### src/rtl/cacheline_adaptor.sv
// cacheline_adaptor: turns one full-line cache read/write into a fixed-length burst of beats
// Ports:
//   clk, rst                  clock, synchronous active-high reset
//   line_i, line_o            write line from cache, assembled read line to cache
//   address_i, read_i, write_i, resp_o   cache-side request and completion pulse
//   burst_i, burst_o          read beat from memory, write beat to memory
//   address_o, read_o, write_o, resp_i   memory-side burst request and beat strobe
module cacheline_adaptor #(
    parameter int s_line   = 256,
    parameter int s_burst  = 64,
    parameter int s_offset = 5
) (
    input  logic               clk,
    input  logic               rst,
    input  logic [s_line-1:0]  line_i,
    output logic [s_line-1:0]  line_o,
    input  logic [31:0]        address_i,
    input  logic               read_i,
    input  logic               write_i,
    output logic               resp_o,
    input  logic [s_burst-1:0] burst_i,
    output logic [s_burst-1:0] burst_o,
    output logic [31:0]        address_o,
    output logic               read_o,
    output logic               write_o,
    input  logic               resp_i
);
    localparam int beats = s_line / s_burst;
    localparam int cw = (beats > 1) ? $clog2(beats) : 1;
    localparam logic [cw-1:0] last = cw'(beats - 1);
    localparam logic [31:0] mask = ~((32'd1 << s_offset) - 32'd1);

    typedef enum logic [1:0] {IDLE, RD, WR, DONE} state_t;

    state_t            state, state_n;
    logic [cw-1:0]     cnt;
    logic [31:0]       addr;
    logic [s_line-1:0] rbuf;
    logic [s_line-1:0] wbuf;

    always_ff @(posedge clk) begin
        if (rst) begin
            state <= IDLE;
            cnt   <= '0;
            addr  <= '0;
            rbuf  <= '0;
            wbuf  <= '0;
        end else begin
            state <= state_n;
            case (state)
                IDLE: begin
                    if (write_i || read_i) begin
                        addr <= address_i & mask;
                        cnt  <= '0;
                    end
                    if (write_i) wbuf <= line_i;
                end
                RD: if (resp_i) begin
                    rbuf[cnt*s_burst +: s_burst] <= burst_i;
                    cnt <= (cnt == last) ? '0 : cnt + 1'b1;
                end
                WR: if (resp_i) cnt <= (cnt == last) ? '0 : cnt + 1'b1;
                default: cnt <= '0;
            endcase
        end
    end

    always_comb begin
        state_n = state;
        case (state)
            IDLE:    state_n = write_i ? WR : (read_i ? RD : IDLE);
            RD, WR:  state_n = (resp_i && cnt == last) ? DONE : state;
            default: state_n = IDLE;
        endcase
    end

    assign read_o    = state == RD;
    assign write_o   = state == WR;
    assign resp_o    = state == DONE;
    assign address_o = (read_o || write_o) ? addr : '0;
    assign burst_o   = write_o ? wbuf[cnt*s_burst +: s_burst] : '0;
    assign line_o    = rbuf;
endmodule

### config.mk
export PLATFORM = sky130hd
export DESIGN_NAME = cacheline_adaptor
export DESIGN_NICKNAME = d
export VERILOG_FILES = /design/src/rtl/cacheline_adaptor.sv
export SDC_FILE = /design/constraint.sdc
export NUM_CORES = 1
export LEC_CHECK = 0
export CAP_MARGIN = 30
export CORE_AREA = 10 10 267 269
export CTS_CLUSTER_DIAMETER = 100
export CTS_CLUSTER_SIZE = 8
export DETAILED_ROUTE_END_ITERATION = 12
export DIE_AREA = 0 0 277 279
export HOLD_SLACK_MARGIN = 0.08
export SYNTH_ARGS = -nofsm -noshare
export SYNTH_HDL_FRONTEND = slang
export SYNTH_SLANG_ARGS = --single-unit
export TNS_END_PERCENT = 5
### constraint.sdc
create_clock -name clk -period 3.4 [get_ports clk]
set_input_delay 0.68 -clock clk [delete_from_list [all_inputs] [get_ports clk]]
set_output_delay 0.68 -clock clk [all_outputs]
set_load 0.01 [all_outputs]
==> results.toml <==
[global_route]
grt_usage = 0.213
antenna_found_initial = 16
grt_pass1_vias = 19462
grt_pass1_wl_mm = 128
grt_max_degree = 186
grt.overflow.total = 0

[clock_tree]
cts_buffers = 77
clk_latency_ns = 0.61
cts.path.max_buffers = 3
cts_tree = "done"
numClockSinks = 543
clkTransAtPathRegs_ns = 0.05
cts-htree-levels = 3
cts-root-buf = "clkbuf_16"

[worst_setup_path]
startpoint_type = "flip-flop"
cp_top_family = "buffers and inverters"
worstPathCellList = "buf_8 -> mux4_2 -> and2_1 -> clkdlybuf4s50_1"
crit_path_end_kind = "primary output"
cp_max_fo = 13
worst-setup-path-type = "reg2out"
cp.required_ns = 2.72
regToRegEndpoint = "line_o[246]"
crit_buf_inv = 2
cp_slowest_stage_delay_ns = 0.56
crit_slowest_cell = "dfxtp_4"
rr_startpoint = "cnt[0]"
ff2ff_path_depth = 6
critPathArrivalTime_ns = 2.58
ff2ff_setup_slack_ns = 0.66

[layout]
drive_gt1_frac = 0.0773
final_cell_mix = "clkdlybuf4s50_1, nand2_1, dfxtp_1"
final_net_count = 3231
post-route-cell-area_um2 = 30700
regArea_um2 = 10900
area_growth_pct = 47.8
final_common_cell = "clkdlybuf4s50_1"
fillers = 6148
multi_input_area_um2 = 9020

[routing]
wl_per_cell_um = 23.3
routed_via_density = 5.16
dr.pass1.iters = 7
dr_total_vias = 19339
drt-initial-drc-count = 1445
drt-total-wl_mm = 87.3
postRouteAntennaNets = 0
drc = 0

[die]
ios = 712
row_count = 94
die_h_um = 279
die_w_um = 277
die-area_um2 = 77300
start_util = 0.316
design.core.area_um2 = 65600

[worst_hold_path]
hold_path_end = "wbuf[154]"
hold_path_depth = 2
worstHoldPathType = "reg2reg"
hold_start = "wbuf[154]"

[placement]
gp_congestion = 0.847
dp_slack_ns = 0.462
dpl_cell_area_um2 = 28600
numPortBuffers = 701
hpwl_mm = 62.8

[sta]
final-setup-viol-count = 0
finalCritPeriodShare = 0.959
clock_skew_ns = 0.0131
hold_viol_final = 0
report.final.slew_viol_count = 0
tightest_slew_ns = 0.919
fin_crit_ns = 3.26
maxSlewHeadroom = 0.387
rsz0062_at_grt = "true"
clock.fmax_ghz = 0.307
fin_ws_ns = 0.140

[power_and_ir_drop]
leakage_nw = 11.3
cellPowerDensity_nw_per_um2 = 603
vdd_drop_max_mv = 0.344

[logic_synthesis]
ys_ff_latch = 543
yosysSeqAreaShare = 0.524
yosys_warnings = 0
yosysUniqueCellTypes = 39
synth_ff_type = "dfxtp_1"
synthCells = 2245
syn_area_um2 = 20800
async_flop_share = 0
netlist_top_cells_area = "dfxtp_1, nand2_1, a21oi_1"
syn_area_per_cell_um2 = 9.25
synth-edff-count = 0
synth_area_leader_cell = "dfxtp_1"
synth_top_area_share = 0.524

[job]
drv_cap = 0

[outcome]
status = "finished clean"
[cell families after synthesis]
| logic type | after synthesis | share of synthesized area |
|---|---|---|
| mux | 64 | 0.0694 |
| other cells | 1 | 0.000181 |
| fa+ha+maj | 10 | 0.00603 |
| buf+inv | 218 | 0.0458 |
| compound gates | 549 | 0.174 |
| flops | 543 | 0.524 |
| simple gates | 860 | 0.181 |
[cell usage after synthesis, types with 3 or more instances]
master / number
nand2_1: 633
dfxtp_1: 543
a21oi_1: 348
clkbuf_1: 128
a32o_1: 102
and2_1: 92
nand3_1: 69
mux4_2: 64
and3_1: 47
buf_2: 46
a22o_1: 45
a31o_1: 40
buf_1: 19
buf_4: 18
ha_1: 10
inv_1: 6
a31o_2: 5
a31oi_1: 3
[per-stage QoR]
stage | power, mW | hold WS [ns] | utilization | std cells | TNS [ns]
2_1_floorplan | 9.90 | 0.432 | - | 2249 | 0
3_3_place_gp | 11.7 | 0.439 | 0.436 | 3648 | 0
3_5_place_dp | 11.8 | 0.443 | 0.436 | 3648 | 0
4_1_cts | 18.7 | 0.450 | 0.467 | 3734 | -0.0915
5_1_grt | 19.4 | 0.464 | 0.467 | 3747 | -0.411
6_report | 18.5 | 0.450 | 0.467 | 3749 | 0
[worst max-delay path by stage]
stage | slack, ns | endpoint | cells after the start | from
6_report | 0.14 | burst_o[20] | 4 | cnt[0]
5_1_grt | -0.05 | address_o[15] | 4 | state[1]
4_1_cts | -0.05 | burst_o[23] | 4 | cnt[0]
3_5_place_dp | 0.46 | address_o[15] | 4 | state[0]
3_3_place_gp | 0.51 | burst_o[63] | 4 | cnt[0]
2_1_floorplan | 0.89 | line_o[192] | 8 | cnt[1]
[timing repair]
item                                    in CTS  in global routing
setup buffers                                0                  1
hold buffers                                 0                  0
endpoints found under the hold margin        0                  0
endpoints found under the setup margin      79                 25
gates resized for setup                     51                  0
[report_power, final]
| group | switching, mW | internal [mW] | total (mW) | leakage [nW] |
|---|---|---|---|---|
| combinational | 2.26 | 1.92 | 4.19 | 5.91 |
| sequential | 0.402 | 7.07 | 7.47 | 4.42 |
| clock | 2.79 | 4.07 | 6.85 | 1.01 |
| total | 5.45 | 13.1 | 18.5 | 11.3 |
[worst reg2reg max path, delay by kind of cell, from the launching register on]
kind	cells	cell delay, ns
adders and majority gates	1	0.41
DFF	1	0.56
buffers and inverters	2	0.32
and+or+nand+nor	2	1.15
AOI/OAI and AO/OA	1	0.24
[registers in the layout (all words and copies together) (netlist names)]
register,flops
addr,27
cnt,2
line_o,256
state,2
wbuf,256
[layout make-up]
| class | count | area share |
|---|---|---|
| clock inverters | 6 | 0.00306 |
| well taps | 864 | 0.0352 |
| repair buffers | 748 | 0.247 |
| multi-input cells | 1488 | 0.294 |
| flip-flops and latches | 543 | 0.355 |
| clock buffers | 80 | 0.0639 |
| diodes | 14 | 0.00114 |
| inverters | 6 | 0.000816 |
[routing by layer]
metal	share of wire	vias up	track usage
li1	-	9038	-
met1	0.39	9354	0.247
met2	0.49	765	0.361
met3	0.073	178	0.0561
met4	0.045	4	0.107
met5	0.00036	-	0
Note: power is estimated with default switching activity, not from simulation.
